File: config.mk
export PLATFORM = sky130hd
export DESIGN_NAME = debug_host_ctrl_flat
export DESIGN_NICKNAME = d
export VERILOG_FILES = /design/src/rtl/debug_cmd_pkg.sv /design/src/rtl/debug_host_ctrl_if.sv /design/src/rtl/debug_timeout_cnt.sv /design/src/rtl/debug_host_ctrl.sv /design/src/flat_wrapper.sv
export SDC_FILE = /design/constraint.sdc
export NUM_CORES = 1
export LEC_CHECK = 0
export ABC_CLOCK_PERIOD_IN_PS = 5800
export CAP_MARGIN = 5
export CORE_UTILIZATION = 35
export DETAILED_ROUTE_END_ITERATION = 10
export DONT_BUFFER_PORTS = 1
export REMOVE_ABC_BUFFERS = 1
export SLEW_MARGIN = 20
export SYNTH_ARGS = -nofsm -noshare
export SYNTH_HDL_FRONTEND = slang
export SYNTH_HIERARCHICAL = 1
export SYNTH_SLANG_ARGS = --single-unit
File: constraint.sdc
create_clock -name i_clock -period 5.8 [get_ports i_clock]
set_clock_uncertainty 0.1 [all_clocks]
set_input_delay 0.58 -clock i_clock [delete_from_list [all_inputs] [get_ports i_clock]]
set_output_delay 0.58 -clock i_clock [all_outputs]
set_load 0.1 [all_outputs]
File: src/rtl/debug_cmd_pkg.sv
// Shared definitions for the debug host controller.
// Contents:
//   - command codes sent to the target debug unit;
//   - response lengths in bytes for each read command;
//   - FSM state encoding, which is also visible on o_state;
//   - rsp_len(): maps a command code to the number of bytes the target returns.
package debug_cmd_pkg;

    localparam int RSP_W = 9;

    localparam logic [7:0] CMD_WRITE_IM   = 8'd1;
    localparam logic [7:0] CMD_CONTINUOUS = 8'd2;
    localparam logic [7:0] CMD_STEP_MODE  = 8'd3;
    localparam logic [7:0] CMD_READ_BR    = 8'd4;
    localparam logic [7:0] CMD_READ_DM    = 8'd5;
    localparam logic [7:0] CMD_READ_PC    = 8'd6;
    localparam logic [7:0] CMD_STEP       = 8'd7;

    localparam logic [RSP_W-1:0] LEN_PC   = 9'd4;
    localparam logic [RSP_W-1:0] LEN_BR   = 9'd128;
    localparam logic [RSP_W-1:0] LEN_DM   = 9'd128;
    // A step dump is PC, then bank registers, then data memory.
    localparam logic [RSP_W-1:0] LEN_STEP = LEN_PC + LEN_BR + LEN_DM;

    typedef enum logic [2:0] {
        ST_IDLE     = 3'd0,
        ST_SEND_CMD = 3'd1,
        ST_WAIT_CMD = 3'd2,
        ST_SEND_PL  = 3'd3,
        ST_WAIT_PL  = 3'd4,
        ST_RECV     = 3'd5,
        ST_DONE     = 3'd6
    } state_t;

    // Commands without a read-back (including unknown codes) return nothing.
    function automatic logic [RSP_W-1:0] rsp_len(input logic [7:0] cmd);
        case (cmd)
            CMD_READ_BR: rsp_len = LEN_BR;
            CMD_READ_DM: rsp_len = LEN_DM;
            CMD_READ_PC: rsp_len = LEN_PC;
            CMD_STEP:    rsp_len = LEN_STEP;
            default:     rsp_len = '0;
        endcase
    endfunction

endpackage

File: src/rtl/debug_host_ctrl_if.sv
// Bus between the debug host controller and its surroundings.
// Signal groups:
//   req : command request from the host (valid/ready).
//   pl  : write-IM payload bytes from the host (valid/ready).
//   tx  : byte + one-cycle start strobe to the UART transmitter, done strobe back.
//   rx  : byte + one-cycle done strobe from the UART receiver.
//   rsp : response bytes to the host, one-cycle valid strobe, last marker.
// Handshake rule for req and pl: a transfer happens on every rising clock edge
// where valid and ready are both high; ready never depends combinationally on
// valid, and the producer holds its data stable while valid is high.
// The "slave" modport is the controller; "master" is the host/UART side.
interface debug_host_ctrl_if #(
    parameter int BYTE   = 8,
    parameter int NB_LEN = 8
);
    logic              i_req_valid;
    logic [BYTE-1:0]   i_req_cmd;
    logic [NB_LEN-1:0] i_req_len;
    logic              o_req_ready;

    logic [BYTE-1:0]   i_pl_data;
    logic              i_pl_valid;
    logic              o_pl_ready;

    logic [BYTE-1:0]   o_tx_data;
    logic              o_tx_start;
    logic              i_tx_done;

    logic [BYTE-1:0]   i_rx_data;
    logic              i_rx_done;

    logic [BYTE-1:0]   o_rsp_data;
    logic              o_rsp_valid;
    logic              o_rsp_last;

    modport slave (
        input  i_req_valid, i_req_cmd, i_req_len, i_pl_data, i_pl_valid,
               i_tx_done, i_rx_data, i_rx_done,
        output o_req_ready, o_pl_ready, o_tx_data, o_tx_start,
               o_rsp_data, o_rsp_valid, o_rsp_last
    );

    modport master (
        output i_req_valid, i_req_cmd, i_req_len, i_pl_data, i_pl_valid,
               i_tx_done, i_rx_data, i_rx_done,
        input  o_req_ready, o_pl_ready, o_tx_data, o_tx_start,
               o_rsp_data, o_rsp_valid, o_rsp_last
    );
endinterface

File: src/rtl/debug_timeout_cnt.sv
// Idle-cycle watchdog for the waiting states of the debug host controller.
// Ports:
//   i_clock, i_reset : clock, asynchronous active-low reset.
//   i_enable         : high while the controller waits on a done strobe.
//   i_clear          : a done strobe arrived this cycle; restart the count.
//   o_expired        : this is the TIMEOUT-th consecutive idle cycle.
// Any state change into a waiting state either comes from a non-waiting state
// (enable was low) or coincides with a done strobe (clear), so the count always
// restarts on state changes without needing to see the state itself.
module debug_timeout_cnt #(
    parameter int TIMEOUT = 1000000
) (
    input  logic i_clock,
    input  logic i_reset,
    input  logic i_enable,
    input  logic i_clear,
    output logic o_expired
);
    localparam int CW = $clog2(TIMEOUT + 1);

    logic [CW-1:0] cnt;

    always_ff @(posedge i_clock or negedge i_reset) begin
        if (!i_reset) begin
            cnt <= '0;
        end else if (!i_enable || i_clear) begin
            cnt <= '0;
        end else if (!o_expired) begin
            cnt <= cnt + 1'b1;
        end
    end

    // A done strobe in the expiry cycle wins over the timeout.
    assign o_expired = i_enable && !i_clear && (cnt == CW'(TIMEOUT - 1));

endmodule

File: src/rtl/debug_host_ctrl.sv
// Debug host controller: sends a command byte (and for write-IM its payload)
// over a UART transmitter, then collects the response bytes the target returns.
// Ports:
//   i_clock, i_reset : clock, asynchronous active-low reset.
//   bus              : request, payload, UART tx/rx and response signals.
//   o_busy           : controller not in IDLE.
//   o_err_timeout    : one-cycle pulse when a done strobe never arrived.
//   o_state          : current FSM state encoding.
// All outputs are registered; strobes are set on the transition that causes
// them, so each one lasts exactly one cycle.
module debug_host_ctrl
    import debug_cmd_pkg::*;
#(
    parameter int BYTE    = 8,
    parameter int NB_LEN  = 8,
    parameter int NB_RSP  = 9,
    parameter int TIMEOUT = 1000000
) (
    input  logic                  i_clock,
    input  logic                  i_reset,
    debug_host_ctrl_if.slave      bus,
    output logic                  o_busy,
    output logic                  o_err_timeout,
    output logic [2:0]            o_state
);
    state_t            state;
    logic [BYTE-1:0]   cmd_q;
    logic [NB_LEN-1:0] len_rem;
    logic [NB_RSP-1:0] rsp_rem;

    logic              req_ready_q;
    logic              pl_ready_q;
    logic [BYTE-1:0]   tx_data_q;
    logic              tx_start_q;
    logic [BYTE-1:0]   rsp_data_q;
    logic              rsp_valid_q;
    logic              rsp_last_q;
    logic              busy_q;
    logic              err_q;

    logic              waiting;
    logic              expired;

    assign waiting = (state == ST_WAIT_CMD) || (state == ST_WAIT_PL) || (state == ST_RECV);

    debug_timeout_cnt #(.TIMEOUT(TIMEOUT)) u_timeout (
        .i_clock   (i_clock),
        .i_reset   (i_reset),
        .i_enable  (waiting),
        .i_clear   (bus.i_tx_done || bus.i_rx_done),
        .o_expired (expired)
    );

    always_ff @(posedge i_clock or negedge i_reset) begin
        if (!i_reset) begin
            state       <= ST_IDLE;
            cmd_q       <= '0;
            len_rem     <= '0;
            rsp_rem     <= '0;
            req_ready_q <= 1'b0;
            pl_ready_q  <= 1'b0;
            tx_data_q   <= '0;
            tx_start_q  <= 1'b0;
            rsp_data_q  <= '0;
            rsp_valid_q <= 1'b0;
            rsp_last_q  <= 1'b0;
            busy_q      <= 1'b0;
            err_q       <= 1'b0;
        end else begin
            tx_start_q  <= 1'b0;
            rsp_valid_q <= 1'b0;
            rsp_last_q  <= 1'b0;
            err_q       <= 1'b0;
            case (state)
                ST_IDLE: begin
                    req_ready_q <= 1'b1;
                    if (bus.i_req_valid && req_ready_q) begin
                        cmd_q       <= bus.i_req_cmd;
                        len_rem     <= bus.i_req_len;
                        rsp_rem     <= NB_RSP'(rsp_len(8'(bus.i_req_cmd)));
                        tx_data_q   <= bus.i_req_cmd;
                        tx_start_q  <= 1'b1;
                        req_ready_q <= 1'b0;
                        busy_q      <= 1'b1;
                        state       <= ST_SEND_CMD;
                    end
                end
                ST_SEND_CMD: state <= ST_WAIT_CMD;
                ST_WAIT_CMD: begin
                    if (bus.i_tx_done) begin
                        if (cmd_q == BYTE'(CMD_WRITE_IM) && len_rem != '0) begin
                            pl_ready_q <= 1'b1;
                            state      <= ST_SEND_PL;
                        end else if (rsp_rem != '0) begin
                            state <= ST_RECV;
                        end else begin
                            state <= ST_DONE;
                        end
                    end else if (expired) begin
                        err_q       <= 1'b1;
                        busy_q      <= 1'b0;
                        req_ready_q <= 1'b1;
                        state       <= ST_IDLE;
                    end
                end
                ST_SEND_PL: begin
                    if (bus.i_pl_valid) begin
                        tx_data_q  <= bus.i_pl_data;
                        tx_start_q <= 1'b1;
                        len_rem    <= len_rem - 1'b1;
                        pl_ready_q <= 1'b0;
                        state      <= ST_WAIT_PL;
                    end
                end
                ST_WAIT_PL: begin
                    if (bus.i_tx_done) begin
                        if (len_rem != '0) begin
                            pl_ready_q <= 1'b1;
                            state      <= ST_SEND_PL;
                        end else begin
                            state <= ST_DONE;
                        end
                    end else if (expired) begin
                        err_q       <= 1'b1;
                        busy_q      <= 1'b0;
                        req_ready_q <= 1'b1;
                        len_rem     <= '0;
                        state       <= ST_IDLE;
                    end
                end
                ST_RECV: begin
                    // A byte arriving in the expiry cycle takes priority.
                    if (bus.i_rx_done) begin
                        rsp_data_q  <= bus.i_rx_data;
                        rsp_valid_q <= 1'b1;
                        rsp_rem     <= rsp_rem - 1'b1;
                        if (rsp_rem == NB_RSP'(1)) begin
                            rsp_last_q <= 1'b1;
                            state      <= ST_DONE;
                        end
                    end else if (expired) begin
                        // Partial response is dropped; no last marker.
                        err_q       <= 1'b1;
                        busy_q      <= 1'b0;
                        req_ready_q <= 1'b1;
                        rsp_rem     <= '0;
                        state       <= ST_IDLE;
                    end
                end
                ST_DONE: begin
                    busy_q      <= 1'b0;
                    req_ready_q <= 1'b1;
                    state       <= ST_IDLE;
                end
                default: begin
                    busy_q      <= 1'b0;
                    req_ready_q <= 1'b0;
                    pl_ready_q  <= 1'b0;
                    state       <= ST_IDLE;
                end
            endcase
        end
    end

    assign bus.o_req_ready = req_ready_q;
    assign bus.o_pl_ready  = pl_ready_q;
    assign bus.o_tx_data   = tx_data_q;
    assign bus.o_tx_start  = tx_start_q;
    assign bus.o_rsp_data  = rsp_data_q;
    assign bus.o_rsp_valid = rsp_valid_q;
    assign bus.o_rsp_last  = rsp_last_q;
    assign o_busy          = busy_q;
    assign o_err_timeout   = err_q;
    assign o_state         = state;

endmodule

File: src/flat_wrapper.sv
// flat-port wrapper written by rule: the top's interface ports become plain ports
module debug_host_ctrl_flat import debug_cmd_pkg::*;
#(
    parameter int BYTE    = 8,
    parameter int NB_LEN  = 8,
    parameter int NB_RSP  = 9,
    parameter int TIMEOUT = 1000000
)
  (i_clock, i_reset, o_busy, o_err_timeout, o_state, bus_i_req_valid, bus_i_req_cmd, bus_i_req_len, bus_i_pl_data, bus_i_pl_valid, bus_i_tx_done, bus_i_rx_data, bus_i_rx_done, bus_o_req_ready, bus_o_pl_ready, bus_o_tx_data, bus_o_tx_start, bus_o_rsp_data, bus_o_rsp_valid, bus_o_rsp_last);
  debug_host_ctrl_if #(.BYTE(BYTE), .NB_LEN(NB_LEN)) bus_i ();
  input  logic i_clock;
  input  logic i_reset;
  output logic o_busy;
  output logic o_err_timeout;
  output logic [2:0] o_state;
  input wire logic [$bits(bus_i.i_req_valid)-1:0] bus_i_req_valid;
  input wire logic [$bits(bus_i.i_req_cmd)-1:0] bus_i_req_cmd;
  input wire logic [$bits(bus_i.i_req_len)-1:0] bus_i_req_len;
  input wire logic [$bits(bus_i.i_pl_data)-1:0] bus_i_pl_data;
  input wire logic [$bits(bus_i.i_pl_valid)-1:0] bus_i_pl_valid;
  input wire logic [$bits(bus_i.i_tx_done)-1:0] bus_i_tx_done;
  input wire logic [$bits(bus_i.i_rx_data)-1:0] bus_i_rx_data;
  input wire logic [$bits(bus_i.i_rx_done)-1:0] bus_i_rx_done;
  output wire logic [$bits(bus_i.o_req_ready)-1:0] bus_o_req_ready;
  output wire logic [$bits(bus_i.o_pl_ready)-1:0] bus_o_pl_ready;
  output wire logic [$bits(bus_i.o_tx_data)-1:0] bus_o_tx_data;
  output wire logic [$bits(bus_i.o_tx_start)-1:0] bus_o_tx_start;
  output wire logic [$bits(bus_i.o_rsp_data)-1:0] bus_o_rsp_data;
  output wire logic [$bits(bus_i.o_rsp_valid)-1:0] bus_o_rsp_valid;
  output wire logic [$bits(bus_i.o_rsp_last)-1:0] bus_o_rsp_last;
  assign bus_i.i_req_valid = bus_i_req_valid;
  assign bus_i.i_req_cmd = bus_i_req_cmd;
  assign bus_i.i_req_len = bus_i_req_len;
  assign bus_i.i_pl_data = bus_i_pl_data;
  assign bus_i.i_pl_valid = bus_i_pl_valid;
  assign bus_i.i_tx_done = bus_i_tx_done;
  assign bus_i.i_rx_data = bus_i_rx_data;
  assign bus_i.i_rx_done = bus_i_rx_done;
  assign bus_o_req_ready = bus_i.o_req_ready;
  assign bus_o_pl_ready = bus_i.o_pl_ready;
  assign bus_o_tx_data = bus_i.o_tx_data;
  assign bus_o_tx_start = bus_i.o_tx_start;
  assign bus_o_rsp_data = bus_i.o_rsp_data;
  assign bus_o_rsp_valid = bus_i.o_rsp_valid;
  assign bus_o_rsp_last = bus_i.o_rsp_last;
  debug_host_ctrl #(.BYTE(BYTE), .NB_LEN(NB_LEN), .NB_RSP(NB_RSP), .TIMEOUT(TIMEOUT)) u_core (.i_clock(i_clock), .i_reset(i_reset), .bus(bus_i), .o_busy(o_busy), .o_err_timeout(o_err_timeout), .o_state(o_state));
endmodule
==> flow_summary_export.csv <==
group,metric,value,unit
synthesis,seq_area_frac_synth,45.14,%
drt,initialDrtViolationCount,193,
final_layout,fin_area,4274,um^2
final_layout,antennaDiodeCount,0,
final_layout,syn_to_final_growth,8.582,%
die,rows,38,
pwr,leakagePower,1.716,nW
critical_path,cp.required,5.92,ns
timing,fmax,268.9,MHz
pwr,pwr-share-comb,29.5,%
critical_path,cp_top_family,"simple AND/OR/NAND/NOR gates",
drt,via_per_inst,5.759,
clocking,cts_buffer_depth,2,
critical_path,crit_chain,"nand2b_1, o21ai_0, nand2b_1, nor2_1, nand3b_1, a21oi_1, nor2_2, mux2i_1",
synthesis,synth_cell_type_count,66,
pwr,seqPwrFrac,52.4,%
critical_path,worst-path-max-fanout,28,
clocking,cts_sinks,71,
timing,setup_viol,0,
timing,relSlewSlack,36.43,%
synthesis,synth.avg_cell_area,9.154,um^2
final_layout,register_area,1779,um^2
synthesis,yosys-top-cells-area,"dfrtp_1 45%, nand2_1 5.7%, o21ai_0 3.3%, a21oi_1 3.1%, mux2_2 2.6%",
placement,dp.final_hpwl,6687,um
synthesis,ys_top_cells_by_count,"71 x dfrtp_1, 60 x nand2_1, 26 x o21ai_0, 24 x a21oi_1, 23 x nor2_1",
synthesis,async_flop_share,100.0,%
final_layout,final_nets,464,
final_layout,multi_input_area,2004,um^2
grt,antenna_found_initial,0,
status,status,"finished clean",
critical_path,cpPeakStageDelay,0.97,ns
timing,grt_setup_unrepaired,"false",
synthesis,yosysWarnings,6,
die,core-area,10890,um^2
clocking,cts_buffers,9,
grt,grt_pass1_wl,15690,um
synthesis,synth_edf_count,0,
die,boundaryPins,64,
final_layout,drive_above_1_share,8.941,%
grt,grt.overflow.total,0,
synthesis,syn_area,3936,um^2
synthesis,syn_inst,430,
clocking,insertion_delay,0.35,ns
pwr,switchingPower,0.001304,W
drt,antenna_left,0,
clocking,cts.htree.levels,3,
grt,grt_max_degree,72,
die,die_h,108.1,um
pwr,peakVddDrop,413.5,uV
timing,final.setup.tns,0,ns
die,start_util,36.15,%
timing,period_minus_slack,3.719,ns
pwr,swShare,52.14,%
synthesis,ys.flop_type,"dfrtp_1",
critical_path,crit_top_cell,"nand2b_1",
critical_path,path_class,"register to register",
drt,drc,0,
timing,finalMaxSlewViolations,0,
pwr,clockPowerShare,18.1,%
clocking,tritoncts,"yes",
pwr,power.density,585.1,nW/um^2
die,die_area,11670,um^2
timing,finalCritPeriodShare,64.12,%
synthesis,yosys.area.top_type,"dfrtp_1",
drt,drtPass1Iterations,5,
grt,grt_pass1_vias,3096,
timing,worstMarginPinSlew,0.9536,ns
placement,postPlaceCellArea,4023,um^2
critical_path,cp_slowest_cell,"dfrtp_2",
critical_path,cp-end-kind,"register",
critical_path,path_buf_inv,0,
timing,hold_viol,0,
final_layout,n_fill_cell,1079,
min_path,worst_hold_path_type,"input pin to async pin",
synthesis,synth_top_cell_area_share,45.14,%
placement,numPortBuffers,0,
grt,grt_usage,17.37,%
critical_path,cp_data_arrival_time,3.84,ns
pwr,power.internal,0.001197,W
drt,num_vias,3254,
drt,post_drt_wl_per_cell,17.14,um
clocking,cts.clk_slew.worst_paths,0.08,ns
synthesis,synthMostInstantiatedCell,"dfrtp_1",
clocking,cts_setup_buffers,0,
job,cap_violations,0,
placement,gp_congestion,0.7744,
synthesis,ys_ff_latch,71,
clocking,root_buffer,"clkbuf_8",
drt,wl,9685,um
critical_path,cp-start-kind,"register",
die,die_x,108.1,um
==> cell type report <==
class | count | share of cell area [%]
Multi-Input combinational cell | 322 | 46.90
Sequential cell | 71 | 41.63
Clock buffer | 13 | 3.718
Timing Repair Buffer | 3 | 0.9953
Clock inverter | 3 | 1.522
Inverter | 13 | 1.142
Tap cell | 140 | 4.098
==> power groups by stage <==
stage                     Combinational, W  Sequential [W]  Clock (W)
after CTS                         0.000738         0.00131   0.000464
after detailed placement          0.000722         0.00132          0
final                             0.000738         0.00131   0.000453
after global placement            0.000701         0.00131          0
after global routing              0.000816         0.00134   0.000490
after floorplan                   0.000515         0.00134          0
==> cell usage in the layout, fill, tap and decap left out, drive strengths merged, types with 7 or more instances in the layout <==
master,netlist,routed
inv,13,13
or4,8,8
a31oi,15,15
a21oi,24,24
nor3,17,17
o22ai,7,7
dfrtp,71,71
mux2,9,9
nor4,12,12
nand3,9,9
clkbuf,11,13
nand2,61,61
nand2b,8,8
nor2,24,24
o21ai,27,27
==> through the flow <==
stage / util [%] / power, W / hold slack (ns) / instances / worst slack (ns)
finish: 39.26 / 0.002501 / 0.01197 / 565 / 2.081
global placement: 36.95 / 0.002013 / 0.1878 / 548 / 2.266
CTS: 39.26 / 0.002512 / 0.01856 / 565 / 2.098
floorplan: - / 0.001852 / 0.1844 / 406 / 2.385
global route: 39.26 / 0.002647 / 0.02381 / 565 / 1.751
detailed placement: 36.95 / 0.002043 / 0.1875 / 548 / 2.142
==> path summary, 6_finish.rpt <==
path	cells past startpoint	slack [ns]	to	start
max in group asynchronous	1	5.27	u_core/o_state[2]	i_reset
setup / recovery	8	2.08	u_core/len_rem[0]	u_core/o_state[1]
hold reg to reg	1	0.41	u_core/cmd_q[0]	u_core/cmd_q[0]
setup reg to reg	8	2.08	u_core/len_rem[0]	u_core/o_state[1]
hold / removal	1	0.01	u_core/u_timeout/cnt[12]	i_reset
min in group i_clock	2	0.23	u_core/bus.o_rsp_data[2]	bus_i_rx_data[2]
==> sequential cells by signal, summed over array words and instances, names as in the netlist, 3 cells and up <==
name and cells:
u_core/bus.o_rsp_data 8, u_core/bus.o_tx_data 8, u_core/cmd_q 8, u_core/len_rem 8, u_core/o_state 3, u_core/rsp_rem 9
u_core/u_timeout/cnt 20
==> routing by layer <==
layer | global-route usage, % | wire length (um)
met3 | 3.797 | 532
met2 | 27.57 | 4624
met1 | 22.96 | 4405
met5 | 0 | 0
met4 | 6.751 | 122
==> worst register-to-register path, cell delays in order (launching register included) <==
cell	delay, ns
dfrtp_2	0.97
nand2b_1	0.25
o21ai_0	0.25
nand2b_1	0.41
nor2_1	0.58
nand3b_1	0.14
a21oi_1	0.53
nor2_2	0.20
mux2i_1	0.17
==> what timing repair did <==
item,CTS,global route
gates resized for setup,0,0
hold buffers,1,0
hold endpoints to repair,71,0
==> logic make-up (layout without fill, tap and decap cells) <==
group,Yosys count,in the layout,synth area share [%]
simple gates,184,184,25.52
compound gates,112,112,18.34
flops,71,71,45.14
buf+inv,37,32,3.941
mux,13,13,3.592
xor+xnor,7,7,1.558
fa+ha+maj,6,6,1.907
Power figures use the tool's default switching activity.
